File: config.mk
export PLATFORM = sky130hd
export DESIGN_NAME = jzjpcc_fetch_unit
export DESIGN_NICKNAME = d
export VERILOG_FILES = /design/src/rtl/jzjpcc_fetch_unit.sv
export SDC_FILE = /design/constraint.sdc
export NUM_CORES = 1
export LEC_CHECK = 0
export ABC_AREA = 0
export ABC_CLOCK_PERIOD_IN_PS = 2000
export CAP_MARGIN = 25
export CORE_AREA = 2 2 95 133
export CTS_CLUSTER_SIZE = 30
export DETAILED_ROUTE_END_ITERATION = 10
export DIE_AREA = 0 0 97 135
export GPL_ROUTABILITY_DRIVEN = 1
export PLACE_DENSITY = 0.73
export SLEW_MARGIN = 20
export SYNTH_ARGS = -nofsm -noshare
export SYNTH_HDL_FRONTEND = slang
export SYNTH_SLANG_ARGS = --single-unit
File: constraint.sdc
create_clock -name clock -period 2 [get_ports clock]
set_input_delay 0.3 -clock clock [delete_from_list [all_inputs] [get_ports clock]]
set_output_delay 0.3 -clock clock [all_outputs]
set_load 0.03 [all_outputs]
File: src/rtl/jzjpcc_fetch_unit.sv
// Instruction fetch stage: owns the PC, drives a 1-cycle synchronous
// instruction memory and hands {instruction, pc} to decode.
module jzjpcc_fetch_unit #(
    parameter logic [31:0] RESET_VECTOR    = 32'h0000_0000,
    parameter logic [31:0] NOP_INSTRUCTION = 32'h0000_0013
) (
    input  logic        clock,
    input  logic        reset,
    input  logic        stall_decode,
    input  logic        redirect_valid,
    input  logic [31:0] redirect_target,
    output logic [29:0] imem_addr,
    input  logic [31:0] imem_data,
    output logic [31:0] instruction_decode,
    output logic [31:0] pc_decode,
    output logic [31:0] pc_plus4_decode,
    output logic        valid_decode,
    output logic        fetch_fault,
    output logic [31:0] fault_pc
);

    typedef enum logic [1:0] {
        BOOT,
        RUN,
        HALT
    } state_t;

    state_t      state_q, state_d;
    logic [31:0] pc_q, pc_d;
    logic        valid_q, valid_d;
    logic        fault_q, fault_d;
    logic [31:0] fault_pc_q, fault_pc_d;
    logic        misaligned;

    assign misaligned = redirect_target[1:0] != 2'b00;

    always_ff @(posedge clock) begin
        if (reset) begin
            state_q    <= BOOT;
            pc_q       <= RESET_VECTOR;
            valid_q    <= 1'b0;
            fault_q    <= 1'b0;
            fault_pc_q <= 32'h0000_0000;
        end else begin
            state_q    <= state_d;
            pc_q       <= pc_d;
            valid_q    <= valid_d;
            fault_q    <= fault_d;
            fault_pc_q <= fault_pc_d;
        end
    end

    always_comb begin
        state_d    = state_q;
        pc_d       = pc_q;
        valid_d    = valid_q;
        fault_d    = fault_q;
        fault_pc_d = fault_pc_q;
        unique case (state_q)
            BOOT: begin
                // Re-read the reset vector so imem_data is valid regardless
                // of what the memory does while in reset.
                pc_d    = RESET_VECTOR;
                valid_d = 1'b1;
                state_d = RUN;
            end
            RUN: begin
                if (stall_decode) begin
                    pc_d = pc_q;
                end else if (redirect_valid && misaligned) begin
                    state_d    = HALT;
                    fault_d    = 1'b1;
                    fault_pc_d = redirect_target;
                    valid_d    = 1'b0;
                    pc_d       = pc_q;
                end else if (redirect_valid) begin
                    pc_d    = redirect_target;
                    valid_d = 1'b1;
                end else begin
                    pc_d    = pc_q + 32'd4;
                    valid_d = 1'b1;
                end
            end
            HALT: begin
                pc_d    = pc_q;
                valid_d = 1'b0;
            end
            default: begin
                state_d = BOOT;
                pc_d    = RESET_VECTOR;
                valid_d = 1'b0;
            end
        endcase
    end

    // The read address follows pc_d so the next word is ready at the edge.
    assign imem_addr          = reset ? RESET_VECTOR[31:2] : pc_d[31:2];
    assign instruction_decode = valid_q ? imem_data : NOP_INSTRUCTION;
    assign pc_decode          = pc_q;
    assign pc_plus4_decode    = pc_q + 32'd4;
    assign valid_decode       = valid_q;
    assign fetch_fault        = fault_q;
    assign fault_pc           = fault_pc_q;

endmodule
==> reports/qor.csv, run 1 <==
stage;metric;value;unit
outcome;status;finished, violations left;
outcome;failing checks;setup timing;
sta;clk_skew;12.1;ps
place;PortBufs;227;
sta;setup violators final;56;
place;Detailed Place HPWL;14300;um
place;dpl cells;990;
synth;Post-synth EDFFs;0;
floorplan;die height;135;um
critical_path;Critical Path End Type;primary output;
floorplan;I/O pin cnt;228;
sta;setup total negative slack;-21210;ps
critical_path;buffers plus inverters on the worst setup path;2;
synth;async set-reset flop share out of synthesis;0;%
critical_path;reg-to-reg critical path endpoint;pc_decode[23];
drt;initial detailed-routing violation count;472;
sta;Pins Over Slew Limit;0;
floorplan;die area;13100;sq um
sta;Max Freq;381;MHz
floorplan;Initial Util;34.6;%
critical_path;CP required;1700;ps
pwr;Leakage;4.23;nW
clock_network;total CTS buffers;9;
critical_path;crit-path leading delay family;simple AND/OR/NAND/NOR gates;
drt;Via-to-Cell Ratio;5.90;
sta;worst rel slew slack;66.3;%
drt;Final Routed Wirelength;26000;um
pwr;pwr dens;438;nW/um^2
flow_run;max cap viols;0;
critical_path;crit start category;register;
floorplan;overall die width;97;um
synth;total nets after synthesis;608;
global_routing;vias in the first global route;5948;
clock_network;CTS max path bufs;2;
drt;Post-DRT Antenna Nets;0;
global_routing;antenna violations before repair;0;
sta;minimum clock period;2620;ps
critical_path;CP max stage delay;440;ps
synth;Distinct cells, synth;56;
hold_path;worst min path class;input pin to register;
finish;Antenna Cells;0;
finish;fin cells;1075;
drt;Wirelength per Cell;24.2;um
floorplan;core region area;11800;sq um
sta;Slew @ Worst Pin;500;ps
synth;Syn. warnings;0;
clock_network;CTS sink cnt;68;
clock_network;Hold-fix buffers, CTS;0;
hold_path;hold depth;3;
sta;PnR worst setup slack;-625;ps
critical_path;CP cell instances;nand2_2 -> buf_6 -> nor3_4 -> nand4_1 -> nor4b_4 -> a311o_2 -> buf_6;
finish;area grow syn2layout;146;%
critical_path;worst-case reg-to-reg path depth;7;
critical_path;Slowest cell on crit path;nor4b_4;
finish;final instance area;10100;sq um
finish;final net count;996;
sta;Min Hold Slack;417;ps
synth;syn_area_per_cell;7.64;sq um
synth;sequential share of the synthesized area;33.3;%
global_routing;global-route wire length before repair;32900;um
pwr;Peak VDD IR;399;uV
clock_network;Clock Latency Late Sink;350;ps
sta;final hold viol count;0;
sta;RSZ-0062 raised after global routing;yes;
floorplan;Rows;47;
pwr;Final Total Pwr;4.42;mW
critical_path;Worst Path Arrival;2320;ps
hold_path;hold_sp;redirect_target[1];
synth;prevailing post-synth register cell;dfxtp_1;
place;dpl cell area;8040;sq um
critical_path;Top cell by count, worst path;buf_6;
critical_path;worst r2r src;pc_decode[13];
clock_network;htree depth;3;
critical_path;Crit Path Max Fanout;5;
clock_network;clk slew on worst S/H paths;60;ps
synth;flops & latches, synth;68;
synth;Gate Count Post-Synth;536;
finish;share of cells above drive strength 1;48.8;%
drt;Vias;6345;
critical_path;R2R Setup Slk;-50;ps
global_routing;largest net degree at the start of global routing;38;
drt;# DRC;0;
sta;Final Cycle Share;131;%
drt;drt pass-1 iters;5;
clock_network;CTS tree;yes;
global_routing;total track usage;31.6;%
synth;mapped cell area;4090;sq um
global_routing;Overflow after GRT;0;
place;gpl congestion;0.887;
clock_network;clock root cell;clkbuf_16;
hold_path;Hold Path Sink;fault_pc[1];
critical_path;worst setup path class;register to primary output;
==> logic make-up after synthesis <==
group                      Yosys count  share of synthesized area [%]
and+or+nand+nor                    243                           30.4
AOI/OAI and AO/OA                  141                           22.2
DFF                                 68                           33.3
buffers and inverters               49                           6.14
xor gates and xnor gates            27                           5.78
muxes                                4                          0.978
adders and majority gates            4                           1.22
==> registers in the layout (all words and copies together) (netlist names) <==
name and cells:
state_q 2, valid_decode 1, pc_decode 32, fetch_fault 1, fault_pc 32
==> where the power goes <==
group | total [mW] | internal (mW) | leakage, nW | switching [mW]
registers | 1.40 | 1.37 | 0.567 | 0.0260
logic | 1.43 | 0.650 | 3.52 | 0.783
clock network | 1.59 | 0.968 | 0.145 | 0.624
==> layout by cell type, fill, tap and decap left out, drive strengths merged, types with 6 or more instances in the layout <==
master           n
nand4           12
dlygate4sd2     26
buf            255
o311ai          14
xor2             9
clkbuf          17
nand3           23
o21ai           25
and2            34
xnor2           18
clkdlybuf4s50  131
nor3            12
a21oi           51
nand2b           9
dfxtp           68
nand2           99
a22oi           11
nor2            31
inv              6
==> layer usage <==
layer	vias to the layer above	routed length, um	GRT usage [%]
li1	2709	-	-
met1	3056	8930	35.0
met2	438	13400	58.2
met3	142	1760	5.75
met4	0	1860	14.5
met5	-	0	0
==> stage by stage <==
stage          utilization [%]  worst slack, ps
2_1_floorplan                -             -214
3_3_place_gp              68.0             -516
3_5_place_dp              68.0             -606
4_1_cts                   79.0             -437
5_1_grt                   85.4             -644
6_report                  85.4             -625
==> Yosys cell counts, types with 3 or more instances <==
| cell | count | share of area, % |
|---|---|---|
| a31oi_1 | 5 | 0.76 |
| a22oi_1 | 11 | 2.0 |
| buf_4 | 7 | 1.3 |
| o211ai_1 | 3 | 0.55 |
| a31o_2 | 4 | 0.86 |
| nor2_1 | 30 | 2.8 |
| inv_1 | 6 | 0.55 |
| nand2b_1 | 9 | 1.4 |
| nand3_1 | 22 | 2.7 |
| and2_1 | 34 | 5.2 |
| a21oi_1 | 51 | 6.2 |
| xnor2_1 | 18 | 3.9 |
| and3_1 | 5 | 0.76 |
| o21ai_0 | 25 | 3.1 |
| dfxtp_1 | 68 | 33 |
| o22ai_1 | 3 | 0.46 |
| o21a_1 | 3 | 0.55 |
| clkbuf_1 | 26 | 2.4 |
| o2bb2ai_1 | 3 | 0.64 |
| mux2i_1 | 4 | 0.98 |
| or3_1 | 3 | 0.46 |
| ha_1 | 4 | 1.2 |
| o31ai_1 | 3 | 0.55 |
| clkbuf_2 | 3 | 0.37 |
| a311o_1 | 4 | 0.98 |
| nand4_2 | 3 | 0.92 |
| xor2_1 | 9 | 1.9 |
| nor3_1 | 11 | 1.3 |
| nand2_1 | 99 | 9.1 |
| o311ai_0 | 14 | 3.0 |
| nand4_1 | 8 | 1.2 |
==> worst max path at each step <==
stage,start,end,slack [ps],depth (start not counted)
floorplan,pc_decode[23],imem_addr[26],-210,5
global placement,redirect_valid,imem_addr[26],-520,8
detailed placement,redirect_valid,imem_addr[24],-610,8
CTS,pc_decode[12],imem_addr[27],-440,7
global route,pc_decode[13],imem_addr[21],-640,7
finish,pc_decode[13],imem_addr[21],-620,7
==> timing repair <==
action	4_1_cts	5_1_grt
resized for setup	200	102
hold endpoints to repair	0	0
setup endpoints to repair	79	60
setup buffers	37	42
gates cloned	1	2
pin swaps	39	56
==> tightest hold or removal path: stages <==
cell and delay (ps):
dlygate4sd2_1 280, nand2_1 70, a21oi_1 50
==> final cells by class <==
class	instances	area, sq um
fillers	583	1730
multi-input cells	419	3870
well taps	147	184
flip-flops and latches	68	1430
clock inverters	1	5.00
inverters	6	27.5
repair buffers	420	4290
clock buffers	14	284
Note: power is estimated with default switching activity, not from simulation.
==> inputs of run 2 (changes only) <==
--- a/config.mk
+++ b/config.mk
@@ -8,12 +8,13 @@
 export ABC_AREA = 0
 export ABC_CLOCK_PERIOD_IN_PS = 2000
 export CAP_MARGIN = 25
-export CORE_AREA = 2 2 95 133
+export CORE_AREA = 2 2 112 114
 export CTS_CLUSTER_SIZE = 30
 export DETAILED_ROUTE_END_ITERATION = 10
-export DIE_AREA = 0 0 97 135
+export DIE_AREA = 0 0 114 116
 export GPL_ROUTABILITY_DRIVEN = 1
-export PLACE_DENSITY = 0.73
+export PLACE_DENSITY = 0.72
+export SKIP_LAST_GASP = 1
 export SLEW_MARGIN = 20
 export SYNTH_ARGS = -nofsm -noshare
 export SYNTH_HDL_FRONTEND = slang
==> reports/qor.csv, run 2 (same netlist as run 1, synthesis figures left out) <==
stage;metric;value;unit
outcome;status;finished, violations left;
outcome;failing checks;setup timing;
hold_path;hold depth;2;
sta;Slew @ Worst Pin;491;ps
critical_path;Critical Path End Type;primary output;
floorplan;Rows;40;
clock_network;Clock Latency Late Sink;340;ps
pwr;sequential power share;32.3;%
finish;commonest non-fill, non-tap cell in the layout;buf_4;
sta;Pins Over Slew Limit;0;
pwr;clock share of power;36.8;%
floorplan;die area;13200;sq um
critical_path;CP required;1700;ps
drt;Final Routed Wirelength;22300;um
critical_path;worst-case reg-to-reg path depth;10;
finish;final-layout fill cell count;702;
clock_network;CTS sink cnt;68;
sta;setup violators final;53;
pwr;Leakage;4.04;nW
place;Setup WS pre-CTS;-589;ps
global_routing;Overflow after GRT;0;
sta;Final Cycle Share;124;%
finish;share of cells above drive strength 1;47.5;%
pwr;Sw Ratio;33.0;%
critical_path;Worst Path Arrival;2170;ps
drt;drt pass-1 iters;5;
place;Detailed Place HPWL;13800;um
drt;# DRC;0;
sta;clk_skew;9.19;ps
flow_run;max cap viols;0;
pwr;pwr dens;445;nW/um^2
hold_path;worst min path class;register to register;
floorplan;core region area;11900;sq um
finish;Antenna Cells;0;
drt;initial detailed-routing violation count;486;
critical_path;worst setup path class;register to primary output;
finish;Core Util, Final;81.5;%
global_routing;antenna violations before repair;0;
critical_path;crit start category;register;
global_routing;global-route wire length before repair;30200;um
finish;area grow syn2layout;137;%
clock_network;clock root cell;clkbuf_16;
sta;Min Hold Slack;454;ps
pwr;sw power;1.42;mW
floorplan;Initial Util;34.4;%
global_routing;largest net degree at the start of global routing;36;
pwr;Peak VDD IR;329;uV
drt;Post-DRT Antenna Nets;0;
drt;Wirelength per Cell;20.9;um
critical_path;Crit Path Max Fanout;4;
clock_network;clk slew on worst S/H paths;60;ps
global_routing;vias in the first global route;5767;
sta;Max Freq;404;MHz
clock_network;htree depth;3;
global_routing;total track usage;29.3;%
clock_network;Hold-fix buffers, CTS;0;
clock_network;CTS tree;yes;
sta;final hold viol count;0;
sta;minimum clock period;2470;ps
place;gpl congestion;0.891;
pwr;combinational share of power;30.9;%
floorplan;overall die width;114;um
floorplan;I/O pin cnt;228;
finish;final net count;989;
pwr;Final Total Pwr;4.32;mW
pwr;Pint;2.90;mW
clock_network;total CTS buffers;9;
finish;fin cells;1069;
sta;worst rel slew slack;66.3;%
drt;Vias;6007;
sta;PnR worst setup slack;-475;ps
clock_network;CTS max path bufs;2;
place;PortBufs;227;
sta;RSZ-0062 raised after global routing;yes;
drt;Via-to-Cell Ratio;5.62;
floorplan;die height;116;um
finish;commonest non-fill, non-tap cells in the layout;buf_4 (140), clkdlybuf4s50_1 (135), nand2_1 (87), buf_6 (80), a21oi_1 (44);
place;dpl cells;998;
## run 2: cell type report
class	count	area [sq um]	share of cell area, %
repair buffers	413	4030	41.5
clock inverters	6	46.3	0.477
inverters	6	27.5	0.283
flip-flops and latches	68	1440	14.8
clock buffers	10	250	2.58
well taps	147	184	1.89
multi-input cells	419	3730	38.4
## run 2: critical path: stages, from the launching register on
cell     delay [ps]
dfxtp_4         360
nand4_4         170
buf_6           170
nor4_4          330
buf_4           190
and4_4          250
o31ai_4          70
o21ai_2         150
buf_6           140
## run 2: metal layers
| metal | vias up | share of wire [%] | GRT usage, % |
|---|---|---|---|
| li1 | 2686 | - | - |
| met1 | 2860 | 37 | 33.9 |
| met2 | 349 | 50 | 52.1 |
| met3 | 112 | 7.0 | 5.70 |
| met4 | 0 | 6.0 | 14.3 |
| met5 | - | 0 | 0 |
## run 2: final timing paths
path | to | from | slack [ps]
setup / recovery | imem_addr[15] | pc_decode[9] | -470
hold / removal | fault_pc[23] | fault_pc[23] | 450
setup reg to reg | pc_decode[10] | pc_decode[7] | 50
hold reg to reg | fault_pc[23] | fault_pc[23] | 450
## run 2: power by group through the flow
stage,combinational [mW],sequential [mW],clock [mW]
final,1.34,1.40,1.59
after global routing,1.40,1.40,1.65
after CTS,1.23,1.40,1.62
after detailed placement,1.15,1.42,0
after global placement,1.13,1.42,0
after floorplan,0.529,1.48,0
## run 2: per-stage QoR
stage | area [sq um] | setup TNS (ps)
floorplan | 4820 | -2480
global placement | 8060 | -16130
detailed placement | 8060 | -22450
CTS | 9210 | -13940
global route | 9710 | -20680
finish | 9710 | -17530
## run 2: timing repair
action	4_1_cts	5_1_grt
buffers inserted	41	23
pin swaps	41	45
endpoints found under the setup margin	88	62
resized for setup	183	86
==> inputs of run 3 (changes only) <==
--- a/config.mk
+++ b/config.mk
@@ -8,12 +8,14 @@
 export ABC_AREA = 0
 export ABC_CLOCK_PERIOD_IN_PS = 2000
 export CAP_MARGIN = 25
-export CORE_AREA = 2 2 112 114
+export CELL_PAD_IN_SITES_DETAIL_PLACEMENT = 1
+export CELL_PAD_IN_SITES_GLOBAL_PLACEMENT = 2
+export CORE_AREA = 2 2 154 156
 export CTS_CLUSTER_SIZE = 30
 export DETAILED_ROUTE_END_ITERATION = 10
-export DIE_AREA = 0 0 114 116
+export DIE_AREA = 0 0 156 158
 export GPL_ROUTABILITY_DRIVEN = 1
-export PLACE_DENSITY = 0.72
+export PLACE_DENSITY = 0.73
 export SKIP_LAST_GASP = 1
 export SLEW_MARGIN = 20
 export SYNTH_ARGS = -nofsm -noshare
==> reports/qor.csv, run 3 (same netlist as run 1, synthesis figures left out) <==
stage;metric;value;unit
critical_path;R2R Setup Slk;30;ps
flow_run;max cap viols;0;
global_routing;largest net degree at the start of global routing;35;
drt;# DRC;0;
global_routing;total track usage;18.3;%
sta;Max Freq;404;MHz
clock_network;clock root cell;clkbuf_16;
floorplan;overall die width;156;um
clock_network;CTS sink cnt;68;
finish;area grow syn2layout;147;%
critical_path;Crit Path Max Fanout;7;
global_routing;Overflow after GRT;0;
outcome;failing checks;setup timing;
place;PortBufs;227;
drt;Vias;5499;
sta;clk_skew;5.17;ps
hold_path;worst min path class;input pin to register;
critical_path;CP required;1700;ps
outcome;status;finished, violations left;
pwr;Pint;3.06;mW
place;gpl congestion;0.842;
finish;final net count;978;
global_routing;antenna violations before repair;0;
floorplan;Initial Util;17.8;%
global_routing;vias in the first global route;5735;
drt;Final Routed Wirelength;23400;um
drt;initial detailed-routing violation count;176;
clock_network;htree depth;3;
floorplan;core region area;23100;sq um
clock_network;Clock Latency Late Sink;350;ps
clock_network;total CTS buffers;9;
finish;share of cells above drive strength 1;47.9;%
pwr;Sw Ratio;32.0;%
critical_path;worst r2r src;state_q[1];
sta;Slew @ Worst Pin;465;ps
hold_path;hold depth;3;
pwr;sequential power share;31.0;%
critical_path;reg-to-reg critical path endpoint;pc_decode[26];
critical_path;CP cell instances;inv_4 -> ha_4 -> buf_6 -> nor3b_4 -> nand2_4 -> buf_12 -> buf_12 -> o311ai_4 -> buf_6;
global_routing;global-route wire length before repair;34000;um
finish;commonest non-fill, non-tap cell in the layout;clkdlybuf4s50_1;
critical_path;Worst Path Arrival;2170;ps
critical_path;worst setup path class;register to primary output;
sta;Final Cycle Share;124;%
drt;Wirelength per Cell;19.5;um
critical_path;worst-case reg-to-reg path depth;8;
critical_path;Critical Path End Type;primary output;
pwr;sw power;1.44;mW
pwr;combinational share of power;30.0;%
finish;Antenna Cells;0;
finish;commonest non-fill, non-tap cells in the layout;clkdlybuf4s50_1 (134), buf_4 (113), buf_6 (88), nand2_1 (84);
pwr;Leakage;4.20;nW
drt;drt pass-1 iters;4;
sta;Min Hold Slack;438;ps
sta;Pins Over Slew Limit;0;
clock_network;clk slew on worst S/H paths;60;ps
pwr;clock share of power;39.0;%
clock_network;CTS max path bufs;2;
hold_path;hold_sp;reset;
floorplan;Rows;56;
hold_path;Hold Path Sink;state_q[0];
place;dpl cell area;8250;sq um
critical_path;CP max stage delay;330;ps
sta;final hold viol count;0;
critical_path;crit start category;register;
clock_network;CTS tree;yes;
pwr;pwr dens;445;nW/um^2
pwr;Peak VDD IR;364;uV
floorplan;I/O pin cnt;228;
place;Detailed Place HPWL;17000;um
finish;final instance area;10100;sq um
sta;minimum clock period;2470;ps
sta;worst rel slew slack;68.6;%
drt;Via-to-Cell Ratio;4.58;
critical_path;Slowest cell on crit path;dfxtp_2;
drt;Post-DRT Antenna Nets;0;
floorplan;die area;24600;sq um
sta;RSZ-0062 raised after global routing;yes;
critical_path;start point of the critical path;state_q[1];
sta;setup violators final;55;
floorplan;die height;158;um
place;Setup WS pre-CTS;-485;ps
sta;PnR worst setup slack;-472;ps
==> run 3: changes by cell type in the layout (fill, tap and decap cells not counted), moves of 3 or more <==
cell	before	now
buf_12	19	28
nand2_2	7	4
nand3_4	8	11
buf_4	140	113
buf_6	80	88
nand2_1	87	84
nand2_4	3	9
dfxtp_2	7	10
dlygate4sd2_1	32	29
dfxtp_4	18	15
==> run 3: timing repair <==
item,CTS,global route
hold buffers,0,0
endpoints found under the hold margin,0,0
gates resized for setup,199,95
pin swaps,49,58
buffers inserted,32,30
setup endpoints to repair,83,60
cloned,1,1
==> run 3: through the flow <==
step	utilization (%)	cells	TNS (ps)	total power, mW
after floorplan	-	536	-2480	2.01
after global placement	35.8	1134	-18480	2.60
after detailed placement	35.8	1134	-18760	2.61
after CTS	41.4	1181	-17210	4.47
after global routing	43.9	1201	-20330	4.71
final	43.9	1201	-15890	4.51
==> run 3: worst max-delay path by stage <==
| stage | endpoint | slack [ps] | cells past startpoint |
|---|---|---|---|
| after floorplan | imem_addr[26] | -210 | 5 |
| after global placement | imem_addr[9] | -450 | 8 |
| after detailed placement | imem_addr[9] | -490 | 8 |
| after CTS | imem_addr[28] | -460 | 9 |
| after global routing | imem_addr[12] | -540 | 10 |
| final | imem_addr[26] | -470 | 9 |
==> run 3: layer usage <==
| layer | global-route usage, % | up-vias | share of wire, % |
|---|---|---|---|
| met5 | 0 | - | 0 |
| met4 | 4.46 | 0 | 1.2 |
| met3 | 4.13 | 21 | 5.4 |
| met2 | 32.4 | 155 | 51 |
| met1 | 22.6 | 2675 | 42 |
| li1 | - | 2648 | - |
==> run 3: worst max-delay path, delay by kind of cell (launching register included) <==
family	cells	cell delay [ps]
fa+ha+maj	1	170
buf+inv	5	670
flops	1	330
simple gates	2	390
compound gates	1	260
==> run 3: power groups by stage <==
stage | logic, mW | registers, mW | clock network (mW)
6_report | 1.35 | 1.40 | 1.76
5_1_grt | 1.44 | 1.40 | 1.87
4_1_cts | 1.28 | 1.40 | 1.80
3_5_place_dp | 1.18 | 1.43 | 0
3_3_place_gp | 1.18 | 1.42 | 0
2_1_floorplan | 0.529 | 1.48 | 0
==> run 3: cell type report <==
cell class	instances	area [sq um]
clock buffers	11	264
well taps	290	363
repair buffers	402	4130
clock inverters	5	57.6
flip-flops and latches	68	1430
inverters	6	27.5
multi-input cells	419	3850
fillers	2532	12900
